===== src/rtl/bypass_cam_buff.sv =====
// bypass_cam_buff: fully associative write-back bypass buffer.
// Recent write-back results sit in a small CAM and are forwarded to
// NUM_SRC operand ports ahead of the register file. Each source owns a
// slice FSM that decides whether a CAM hit is single-use (scalar access)
// or must persist for the whole slice.
//
// Port protocol: every request is valid-only and there is no ready. A
// source is looked up combinationally in the cycle that I_Src_Valid[k] is
// high. A write-back is accepted at the clock edge of any cycle with
// I_WB_Valid high, and I_Stall does not block it. The buffer never
// back-pressures: when it is full, the victim entry is overwritten.
module bypass_cam_buff #(
    parameter int NUM_SRC    = 3,
    parameter int BUFF_SIZE  = 8,
    parameter int WIDTH_IDX  = 8,
    parameter int WIDTH_DATA = 32
) (
    input  logic                             clock,
    input  logic                             reset,
    input  logic                             I_Stall,
    input  logic                             I_WB_Valid,
    input  logic [WIDTH_IDX-1:0]             I_WB_Index,
    input  logic [WIDTH_DATA-1:0]            I_WB_Data,
    input  logic [WIDTH_IDX-1:0]             I_Slice_Len,
    input  logic [NUM_SRC-1:0]               I_Src_Valid,
    input  logic [NUM_SRC*WIDTH_IDX-1:0]     I_Src_Idx,
    input  logic [NUM_SRC*WIDTH_DATA-1:0]    I_Src_Data,
    output logic [NUM_SRC*WIDTH_DATA-1:0]    O_Src_Data,
    output logic [NUM_SRC-1:0]               O_Hit,
    output logic                             O_Full,
    output logic                             O_Empty,
    output logic [$clog2(BUFF_SIZE+1)-1:0]   O_Num,
    output logic [NUM_SRC-1:0]               O_Slice_Run
);

    localparam int NUM_W = $clog2(BUFF_SIZE + 1);
    localparam int PTR_W = $clog2(BUFF_SIZE);

    typedef enum logic {
        S_IDLE = 1'b0,
        S_RUN  = 1'b1
    } slice_state_t;

    // CAM storage
    logic [BUFF_SIZE-1:0]  ent_valid;
    logic [WIDTH_IDX-1:0]  ent_idx  [BUFF_SIZE];
    logic [WIDTH_DATA-1:0] ent_data [BUFF_SIZE];
    logic [PTR_W-1:0]      victim_ptr;

    // Slice FSMs
    slice_state_t          slice_state     [NUM_SRC];
    slice_state_t          slice_state_nxt [NUM_SRC];
    logic [WIDTH_IDX-1:0]  slice_end       [NUM_SRC];
    logic [WIDTH_IDX-1:0]  slice_end_nxt   [NUM_SRC];

    // Write path
    logic [BUFF_SIZE-1:0]  wb_match;
    logic                  wb_hit;
    logic                  buf_full;
    logic                  evict;
    logic [PTR_W-1:0]      wb_sel;
    logic [PTR_W-1:0]      free_sel;
    logic [PTR_W-1:0]      wr_sel;

    // Lookup path
    logic [WIDTH_IDX-1:0]  src_idx   [NUM_SRC];
    logic [BUFF_SIZE-1:0]  src_match [NUM_SRC];
    logic [WIDTH_DATA-1:0] cam_data  [NUM_SRC];
    logic [NUM_SRC-1:0]    wb_fwd;
    logic [NUM_SRC-1:0]    cam_hit;
    logic [NUM_SRC-1:0]    enter_run;
    logic [BUFF_SIZE-1:0]  consume;

    // Split the packed source index bus into one index per source
    always_comb begin
        for (int k = 0; k < NUM_SRC; k++) begin
            src_idx[k] = I_Src_Idx[k*WIDTH_IDX +: WIDTH_IDX];
        end
    end

    // Pick the write target: in-place match, else lowest free, else victim
    always_comb begin
        wb_match = '0;
        wb_sel   = '0;
        free_sel = '0;
        for (int e = 0; e < BUFF_SIZE; e++) begin
            wb_match[e] = ent_valid[e] && (ent_idx[e] == I_WB_Index);
            if (wb_match[e]) begin
                wb_sel = PTR_W'(e);
            end
        end
        for (int e = BUFF_SIZE - 1; e >= 0; e--) begin
            if (!ent_valid[e]) begin
                free_sel = PTR_W'(e);
            end
        end
        wb_hit   = |wb_match;
        buf_full = &ent_valid;
        evict    = I_WB_Valid && !wb_hit && buf_full;
        if (wb_hit) begin
            wr_sel = wb_sel;
        end else if (!buf_full) begin
            wr_sel = free_sel;
        end else begin
            wr_sel = victim_ptr;
        end
    end

    // Per-source forwarding: write-back beats CAM beats register file
    always_comb begin
        O_Src_Data = '0;
        O_Hit      = '0;
        for (int k = 0; k < NUM_SRC; k++) begin
            wb_fwd[k]   = I_Src_Valid[k] && I_WB_Valid && (I_WB_Index == src_idx[k]);
            cam_data[k] = '0;
            for (int e = 0; e < BUFF_SIZE; e++) begin
                src_match[k][e] = I_Src_Valid[k] && ent_valid[e] && (ent_idx[e] == src_idx[k]);
                if (src_match[k][e]) begin
                    cam_data[k] = cam_data[k] | ent_data[e];
                end
            end
            cam_hit[k] = |src_match[k];
            if (wb_fwd[k]) begin
                O_Src_Data[k*WIDTH_DATA +: WIDTH_DATA] = I_WB_Data;
            end else if (cam_hit[k]) begin
                O_Src_Data[k*WIDTH_DATA +: WIDTH_DATA] = cam_data[k];
            end else if (I_Src_Valid[k]) begin
                O_Src_Data[k*WIDTH_DATA +: WIDTH_DATA] = I_Src_Data[k*WIDTH_DATA +: WIDTH_DATA];
            end
            O_Hit[k] = wb_fwd[k] | cam_hit[k];
        end
    end

    // Slice FSM next state and single-use consumption of CAM hits
    always_comb begin
        consume = '0;
        for (int k = 0; k < NUM_SRC; k++) begin
            slice_state_nxt[k] = slice_state[k];
            slice_end_nxt[k]   = slice_end[k];
            enter_run[k]       = 1'b0;
            if (!I_Stall) begin
                case (slice_state[k])
                    S_IDLE: begin
                        if (I_Src_Valid[k] && (I_Slice_Len != '0)) begin
                            enter_run[k]       = 1'b1;
                            slice_state_nxt[k] = S_RUN;
                            // Wraps modulo 2^WIDTH_IDX by design
                            slice_end_nxt[k]   = src_idx[k] + I_Slice_Len;
                        end
                    end
                    S_RUN: begin
                        if (I_Src_Valid[k] && (src_idx[k] == slice_end[k])) begin
                            slice_state_nxt[k] = S_IDLE;
                        end
                    end
                    default: slice_state_nxt[k] = S_IDLE;
                endcase
            end
            // Only a plain scalar access from an idle source uses an entry up
            if (!I_Stall && (slice_state[k] == S_IDLE) && !enter_run[k] && !wb_fwd[k]) begin
                consume = consume | src_match[k];
            end
        end
    end

    // CAM update: a write to an entry overrides its consumption
    always_ff @(posedge clock or posedge reset) begin
        if (reset) begin
            ent_valid  <= '0;
            victim_ptr <= '0;
            for (int e = 0; e < BUFF_SIZE; e++) begin
                ent_idx[e]  <= '0;
                ent_data[e] <= '0;
            end
        end else begin
            for (int e = 0; e < BUFF_SIZE; e++) begin
                if (I_WB_Valid && (wr_sel == PTR_W'(e))) begin
                    ent_valid[e] <= 1'b1;
                    ent_idx[e]   <= I_WB_Index;
                    ent_data[e]  <= I_WB_Data;
                end else if (consume[e]) begin
                    ent_valid[e] <= 1'b0;
                end
            end
            if (evict) begin
                victim_ptr <= (victim_ptr == PTR_W'(BUFF_SIZE - 1)) ? '0 : victim_ptr + PTR_W'(1);
            end
        end
    end

    // Slice FSM state and end-index registers
    always_ff @(posedge clock or posedge reset) begin
        if (reset) begin
            for (int k = 0; k < NUM_SRC; k++) begin
                slice_state[k] <= S_IDLE;
                slice_end[k]   <= '0;
            end
        end else begin
            for (int k = 0; k < NUM_SRC; k++) begin
                slice_state[k] <= slice_state_nxt[k];
                slice_end[k]   <= slice_end_nxt[k];
            end
        end
    end

    // Occupancy status derived from the valid bits
    always_comb begin
        O_Num = '0;
        for (int e = 0; e < BUFF_SIZE; e++) begin
            O_Num = O_Num + NUM_W'(ent_valid[e]);
        end
        O_Full  = (O_Num == NUM_W'(BUFF_SIZE));
        O_Empty = (O_Num == '0);
    end

    // Debug view of each slice FSM (1 = RUN)
    always_comb begin
        for (int k = 0; k < NUM_SRC; k++) begin
            O_Slice_Run[k] = (slice_state[k] == S_RUN);
        end
    end

endmodule


===== config.mk =====
export PLATFORM = sky130hd
export DESIGN_NAME = bypass_cam_buff
export DESIGN_NICKNAME = d
export VERILOG_FILES = /design/src/rtl/bypass_cam_buff.sv
export SDC_FILE = /design/constraint.sdc
export NUM_CORES = 1
export LEC_CHECK = 0
export ABC_CLOCK_PERIOD_IN_PS = 16370
export BUFFER_PORTS_ARGS = -buffer_cell sky130_fd_sc_hd__buf_4
export CORE_ASPECT_RATIO = 0.6
export CORE_UTILIZATION = 33
export DETAILED_ROUTE_END_ITERATION = 7
export SLEW_MARGIN = 20
export SYNTH_ARGS = -nofsm -noshare
export SYNTH_HDL_FRONTEND = slang
export SYNTH_SLANG_ARGS = --single-unit
export TNS_END_PERCENT = 20

===== constraint.sdc =====
create_clock -name clock -period 16.37 [get_ports clock]
set_clock_uncertainty 0.05 [all_clocks]
set_input_delay 3.274 -clock clock [delete_from_list [all_inputs] [get_ports clock]]
set_output_delay 3.274 -clock clock [all_outputs]
set_load 0.01 [all_outputs]

Yosys cells after proc, flatten, opt, wreduce, memory -nomap -nowiden
Index checks and enable logic that the tools add are counted. Widths: inputs -> output; s select.

Flip-flop bits (word level): 358. Input bits: 175. Output and inout port bits: 108. Logic and storage cells: 318.

Add/sub/neg operators: 11. Equal/unequal tests: 47. Muxes and demuxes: 85. Bitwise gates (word level): 30. Reductions and logical operators: 114.

Operators with widths (number): $mux 32 (33); $or 32x32->32 (21); $eq 8x8->1 (38); $logic_and 1x1->1 (87); $mux 3 (17); $reduce_or 8->1 (4); $mux 1 (29); $add 8x8->8 (3); $mux 8 (3); $add 4x1->4 (4); $or 8x8->8 (2); $reduce_bool 2->1 (8); $eq 3x3->1 const B (5); $reduce_and 3->1 (3); $logic_not 1->1 (8); $reduce_and 8->1 (1); $reduce_bool 8->1 (1); $eq 3x2->1 const B (2); $pmux 1 s2 (3); $add 3x1->4 (1); $eq 4x4->1 const B (1); $logic_not 4->1 (1); $not 1->1 (4); $add 2x1->3 (1); other kinds (5) (7).

Longest topological paths before layout
Gate-level depths: netlist (run 1).

Word-level depth: 19. Gate-level depth with buffers: 11. Mapped depth without buffers: 10.

Worst setup path after synthesis (run 1)
OpenSTA, ideal clock, no wires.

Path type: input -> output. Start point: input port I_Src_Idx[13]. End point: output port O_Src_Data[36]. Arrival: 5376 ps. Required time: 13046 ps. Setup slack: 7670 ps. Stages: 9. Path buffers: 2. Path through: buf_2 > xor2_1 > or4_1 > nor4_2 > buf_2 > a22oi_1 > nand3_1 > a31oi_1 > a21oi_1.

Word-level cells in the longest chain between the ends: 19. Elaborated cells on any way between the ends: 36. Classes of those cells: 9 x eq/ne; 10 x mux; 7 x bitwise; 10 x reduce/logical.

Ends and longest elaborated chain: start: declaration (line 26) `input logic [NUM_SRC*WIDTH_IDX-1:0] I_Src_Idx,`; $eq 8x8->1 (line 117) `src_match[k][e] = I_Src_Valid[k] && ent_valid[e] && (ent_idx[e] == src_idx[k]);`; $logic_and 1x1->1 (line 117); $mux 32 (line 118) `if (src_match[k][e]) begin`; $or 32x32->32 (line 119) `cam_data[k] = cam_data[k] | ent_data[e];`; $mux 32 (line 118); $or 32x32->32 (line 119); $mux 32 (line 118); $or 32x32->32 (line 119); [... 3 more ...]; $or 32x32->32 (line 119); $mux 32 (line 118); $or 32x32->32 (line 119); $mux 32 (line 118); $or 32x32->32 (line 119); $mux 32 (line 118); $mux 32 (line 125) `end else if (cam_hit[k]) begin`; $mux 32 (*) (line 123) `if (wb_fwd[k]) begin`; end: declaration (line 28) `output logic [NUM_SRC*WIDTH_DATA-1:0] O_Src_Data,`.

Every way passes the cells marked *; elsewhere a longest branch is shown, timed or not.

Final worst setup path (run 1)
Start point: input port I_Src_Idx[1]. End point: output port O_Src_Data[28].

The elaborated chain is that of the path after synthesis.

==> results of run 1 <==
## cells by family (layout without fill, tap and decap cells)
kind of cell,Yosys count,after routing,synth area share (%)
other,0,2,0
adder cells (fa/ha/maj),34,34,1.940
multiplexers,325,325,16.05
XOR/XNOR,326,326,11.59
buffers and inverters,316,406,5.801
flip-flops,358,358,36.37
AND/OR/NAND/NOR,459,459,9.615
AO/OA/AOI/OAI,657,657,18.64
## layout make-up
class	instances	area [um^2]	share of cell area, %
antenna	2	5.005	0.01757
clock buffer	54	1154	4.049
clock inverter	14	163.9	0.5753
inverter	19	78.83	0.2767
multi-input combinational	1801	14450	50.74
sequential	358	8959	31.45
tap	987	1235	4.335
timing repair buffer	319	2440	8.564
## through the flow
| step | instance area, um^2 | std cells | hold WS [ps] | total power, uW |
|---|---|---|---|---|
| 6_report | 28490 | 3554 | 451.3 | 5122 |
| 5_1_grt | 28490 | 3553 | 487.0 | 5377 |
| 2_1_floorplan | 24630 | 2475 | 418.9 | 3494 |
| 3_3_place_gp | 27120 | 3482 | 433.8 | 4060 |
| 4_1_cts | 28460 | 3551 | 455.2 | 5093 |
| 3_5_place_dp | 27140 | 3483 | 442.4 | 4150 |
## per-layer routing
layer,vias up,GRT usage (%)
met5,-,0
met4,4,9.676
met3,323,6.213
met2,1595,38.42
met1,11068,36.27
li1,9309,-
## state kept, by name, summed over array words and instances, names as in the netlist
signal	count
ent_valid	8
ent_idx	64
ent_data	256
slice_end	24
victim_ptr	3
O_Slice_Run	3
## worst register-to-register path: stages (launching register included)
cell and delay (ps):
dfrtp_1 650, nand2_1 110, nor3_1 860, nor4_4 170, o2111ai_1 230, o21a_1 290
and2_4 910, mux2_2 430
## synth_stat cells, drive strengths merged (19+ instances only)
cell    number
dfrtp      358
mux2       325
a22oi      306
xnor2      244
clkbuf     186
buf        111
nor2       110
a21oi      108
nand3       99
a31oi       95
nand4       85
xor2        82
nand2       70
a221oi      43
a22o        43
o21ai       32
nor3        31
ha          27
nor4        22
inv         19
## worst paths after layout
path | start | to | depth (start not counted)
min in group asynchronous | reset | slice_end[10] | 2
max in group asynchronous | reset | ent_data[59] | 4
min | slice_end[13] | slice_end[13] | 2
max | I_Src_Idx[1] | O_Src_Data[28] | 10
min reg2reg | slice_end[13] | slice_end[13] | 2
max reg2reg | ent_valid[3] | ent_idx[55] | 7
## power by group through the flow
stage	logic, uW	registers (uW)	clock network, uW
global route	2360	2040	981
finish	2210	1980	933
floorplan	1850	1640	0
global placement	2120	1940	0
detailed placement	2190	1960	0
CTS	2200	1950	945
==> impl_metrics.py, run 1 <==
metrics = {
    "outcome": {
        "status": "finished with violations",
        "violations": "DRC",
    },
    "sta": {
        "max_slew_margin_pct": 27.17,
        "period_minus_slack_ps": 9716,
        "rsz0062_at_grt": "false",
        "worst_pin_slew_ps": 1092,
        "fin_crit_sh_pct": 59.35,
        "finalSetupViolCount": 0,
        "fmax_ghz": 0.1029,
        "fin_ws_ps": 6654,
        "tns_ps": 0,
        "slew_viol_final": 0,
        "finalHoldViolCount": 0,
    },
    "power_and_ir_drop": {
        "p_sw_uw": 2037,
        "power_frac_seq_pct": 38.7,
        "clkPwrFrac_pct": 18.2,
        "internal_power_uw": 3085,
        "peakVddDrop_v": 0.0001790,
        "switching_share_pct": 39.77,
        "pwr-share-comb_pct": 43.1,
        "leakage_uw": 0.01156,
        "p_per_area_nw_per_um2": 179.8,
    },
    "route": {
        "viasPerCell": 6.274,
        "drtPass1Iterations": 8,
        "dr.first_iter.drc_count": 2933,
        "met3_wirelength_mm": 11.77,
        "post-route-drc-count": 3,
        "wirelength_mm": 101.2,
        "top_layer": "met5",
        "wl_per_cell_um": 28.48,
        "ant_nets": 0,
        "wl_met2_mm": 43.43,
        "m1WireLength_mm": 42.47,
        "vias": 22299,
    },
    "global_route": {
        "grt_usage_pct": 25.85,
        "antenna_found_initial": 3,
        "grt_pass1_wl_mm": 146.7,
        "grt_max_degree": 170,
        "globalRouteOverflowTotal": 0,
        "grt_pass1_vias": 21568,
    },
    "setup_path": {
        "path_buf_inv": 3,
        "ff2ff_setup_slack_ps": 12540,
        "max_stage_delay_ps": 810,
        "endpoint_kind": "output pin",
        "path_class": "input pin to output pin",
        "cp_max_fo": 34,
        "cp_data_arrival_time_ps": 6390,
        "cp.required_ps": 13050,
        "crit_chain": "buf_4 > xnor2_1 > nand3_1 > nor4_2 > buf_4 > or4_1 > nor2_4 > a31oi_1 > a21oi_1 > buf_4",
        "path_delay_family": "simple AND/OR/NAND/NOR gates",
        "critPathMostFrequentCell": "buf_4",
        "crit_path_start_kind": "input pin",
        "slowest_stage": "nor2_4",
    },
    "clock_tree": {
        "cts.sinks": 358,
        "cts_tree": "yes",
        "cts_buffers": 40,
        "cts-root-buf": "clkbuf_16",
        "clk_pin_slew_ps": 60,
        "clk-insertion-delay-late_ps": 580,
        "cts_hold_buf": 0,
        "clockBufferDepth": 3,
        "post_cts_buffers": 0,
        "cts_resized": 0,
        "htreeDepth": 2,
    },
    "synthesis": {
        "yosys-top-cells-area": "dfrtp_1 36%, mux2_2 10%, a22oi_1 9.3%",
        "synth.avg_cell_area_um2": 9.953,
        "ys_types": 55,
        "ys_seq_elements": 358,
        "ys.flop_type": "dfrtp_1",
        "syn_inst": 2475,
        "synthArstFlopShare_pct": 100.0,
        "synth_top_area_cell": "dfrtp_1",
        "seq_area_frac_synth_pct": 36.37,
        "synth_top_area_share_pct": 36.37,
        "synthesis.nets": 2684,
        "synth_area_um2": 24630,
        "yosysWarnings": 0,
        "synth_edf_count": 0,
    },
    "finish": {
        "nNetsFinal": 2748,
        "n_fill_cell": 7181,
        "fin_util_pct": 38.65,
        "area_growth_pct": 15.65,
        "layout.cells.most_common_list": "358 x dfrtp_1, 316 x buf_4, 306 x a22oi_1, 244 x xnor2_1, 228 x mux2_2",
        "drive_gt1_share_pct": 28.85,
        "layout_commonest_cell": "dfrtp_1",
    },
    "floorplan": {
        "initial_core_util_pct": 33.42,
        "die_w_um": 354.7,
        "io_pins": 283,
        "rows": 77,
        "dieArea_um2": 75780,
        "core_um2": 73700,
        "die_y_um": 213.6,
    },
    "place": {
        "place_ws_ps": 6635,
        "numPortBuffers": 282,
        "hpwl_mm": 61.36,
        "gp_congestion": 0.9012,
    },
    "hold_path": {
        "min_path_type": "flip-flop to flip-flop",
    },
    "job": {
        "cap_violations": 0,
    },
}
No activity file was read; power rests on OpenSTA's default activity.
==> inputs of run 2 (changes only) <==
--- a/config.mk
+++ b/config.mk
@@ -5,7 +5,7 @@
 export SDC_FILE = /design/constraint.sdc
 export NUM_CORES = 1
 export LEC_CHECK = 0
-export ABC_CLOCK_PERIOD_IN_PS = 16370
+export ABC_CLOCK_PERIOD_IN_PS = 9200
 export BUFFER_PORTS_ARGS = -buffer_cell sky130_fd_sc_hd__buf_4
 export CORE_ASPECT_RATIO = 0.6
 export CORE_UTILIZATION = 33
==> constraint.sdc (replaced) <==
create_clock -name clock -period 9.2 [get_ports clock]
set_clock_uncertainty 0.05 [all_clocks]
set_input_delay 1.84 -clock clock [delete_from_list [all_inputs] [get_ports clock]]
set_output_delay 1.84 -clock clock [all_outputs]
set_load 0.01 [all_outputs]
==> run 2 against run 1 <==
Compared with the run above: the run now ends clean; worst setup slack worse by 4400 ps; die area unchanged; core utilization grew 0.063 points; sequential power up 79%; flip-flop and latch count unchanged; routed wire length grew 1.9%; first-iteration DRC count is 2.5% higher; non-clock buffer count up 2; sequential share of layout area fell by 0.051 points; cell count rose by 0.20%.
==> impl_metrics.py, run 2 (synthesis results as in run 1) <==
metrics = {
    "outcome": {
        "status": "completed",
    },
    "finish": {
        "fin_util_pct": 38.72,
        "layout_commonest_cell": "dfrtp_1",
        "layout.cells.most_common_list": "358 x dfrtp_1, 319 x buf_4, 306 x a22oi_1, 244 x xnor2_1, 228 x mux2_2",
        "n_fill_cell": 7136,
        "nNetsFinal": 2750,
        "area_growth_pct": 15.84,
        "top_regs": "ent_data: 256 flops, ent_idx: 64 flops, slice_end: 24 flops",
        "drive_gt1_share_pct": 28.87,
        "largest_reg_flops": 256,
        "multiInputGateArea_um2": 14440,
        "final_cell_area_um2": 28530,
        "regArea_um2": 8959,
        "largest_register": "ent_data",
        "instances_no_fill": 3561,
    },
    "sta": {
        "finalHoldViolCount": 0,
        "finalSetupViolCount": 0,
        "worst_pin_slew_ps": 1149,
        "fmax_ghz": 0.1443,
        "whs_ps": 450.0,
        "tns_ps": 0,
        "period_minus_slack_ps": 6930,
        "slew_viol_final": 0,
        "max_slew_margin_pct": 23.38,
        "fin_crit_sh_pct": 75.32,
        "rsz0062_at_grt": "false",
    },
    "route": {
        "drtPass1Iterations": 7,
        "post-route-drc-count": 0,
        "wirelength_mm": 103.2,
        "wl_met2_mm": 43.63,
        "met3_wirelength_mm": 12.34,
        "wl_per_cell_um": 28.97,
        "viasPerCell": 6.328,
        "top_layer": "met5",
        "ant_nets": 0,
        "m1WireLength_mm": 42.39,
        "vias": 22534,
        "dr.first_iter.drc_count": 3006,
    },
    "setup_path": {
        "endpoint_kind": "output pin",
        "path_class": "input pin to output pin",
        "cp.required_ps": 7310,
        "cp_data_arrival_time_ps": 5040,
        "crit_path_start_kind": "input pin",
        "cp_max_fo": 43,
    },
    "hold_path": {
        "min_path_type": "flip-flop to flip-flop",
    },
    "floorplan": {
        "die_w_um": 354.7,
        "rows": 77,
        "io_pins": 283,
        "initial_core_util_pct": 33.42,
        "dieArea_um2": 75780,
        "die_y_um": 213.6,
        "core_um2": 73700,
    },
    "place": {
        "gp_congestion": 0.9010,
        "placed_area_um2": 27150,
        "hpwl_mm": 61.71,
        "numPortBuffers": 282,
        "dp_cells": 3486,
    },
    "power_and_ir_drop": {
        "clkPwrFrac_pct": 18.8,
        "leakage_uw": 0.01155,
        "peakVddDrop_v": 0.0002005,
        "p_sw_uw": 3612,
        "switching_share_pct": 39.46,
        "power_frac_seq_pct": 38.7,
        "p_per_area_nw_per_um2": 320.8,
        "pwr-share-comb_pct": 42.5,
        "internal_power_uw": 5541,
    },
    "global_route": {
        "antenna_found_initial": 6,
        "grt_pass1_vias": 22093,
        "globalRouteOverflowTotal": 0,
        "grt_pass1_wl_mm": 150.2,
        "grt_usage_pct": 26.47,
        "grt_max_degree": 165,
    },
    "job": {
        "cap_violations": 0,
    },
    "clock_tree": {
        "cts-root-buf": "clkbuf_16",
        "cts_hold_buf": 0,
        "cts_resized": 0,
        "cts_tree": "yes",
        "clk-insertion-delay-late_ps": 570,
        "cts.sinks": 358,
        "post_cts_buffers": 0,
        "clk_pin_slew_ps": 60,
        "clockBufferDepth": 3,
        "htreeDepth": 2,
        "cts_buffers": 40,
    },
}
-- run 2: layer usage --
layer  vias to the layer above  GRT usage, %
li1                       9301             -
met5                         -             0
met4                         4         11.65
met3                       386         6.238
met1                     11186         36.57
met2                      1657         39.37
-- run 2: power groups by stage --
| stage | Combinational [uW] | Sequential, uW | Clock, uW |
|---|---|---|---|
| final | 3890 | 3540 | 1720 |
| after CTS | 3880 | 3480 | 1740 |
| after detailed placement | 3880 | 3490 | 0 |
| after floorplan | 3300 | 2920 | 0 |
| after global placement | 3740 | 3430 | 0 |
| after global routing | 4170 | 3620 | 1810 |
-- run 2: layout make-up --
class / count / share of cell area [%]
multi-input cells: 1801 / 50.62
flip-flops and latches: 358 / 31.40
repair buffers: 321 / 8.533
well taps: 987 / 4.328
clock buffers: 56 / 4.034
clock inverters: 15 / 0.7936
inverters: 19 / 0.2631
diodes: 4 / 0.03508
-- run 2: worst max-delay path, cell delays in order --
cell and delay [ps]:
buf_4 330, nand3_1 220, nor3_2 70, buf_4 350
or4_1 650, nor2_4 860, a31oi_1 230, a21oi_1 210
buf_4 150
-- run 2: path summary, 6_finish.rpt --
path | from | endpoint | slack [ps] | depth (start not counted)
worst min register to register | slice_end[13] | slice_end[13] | 450 | 2
max in group asynchronous | reset | ent_data[51] | 6100 | 4
worst max register to register | ent_valid[3] | ent_data[189] | 5280 | 8
min in group asynchronous | reset | ent_idx[46] | 1460 | 3
worst min-delay path | slice_end[13] | slice_end[13] | 450 | 2
worst max-delay path | I_Src_Valid[1] | O_Src_Data[59] | 2270 | 9
-- run 2: through the flow --
step           total power [uW]  worst slack [ps]
6_report                   9153              2270
5_1_grt                    9597              2189
4_1_cts                    9102              2342
3_5_place_dp               7368              2321
3_3_place_gp               7172              2449
2_1_floorplan              6218              2512
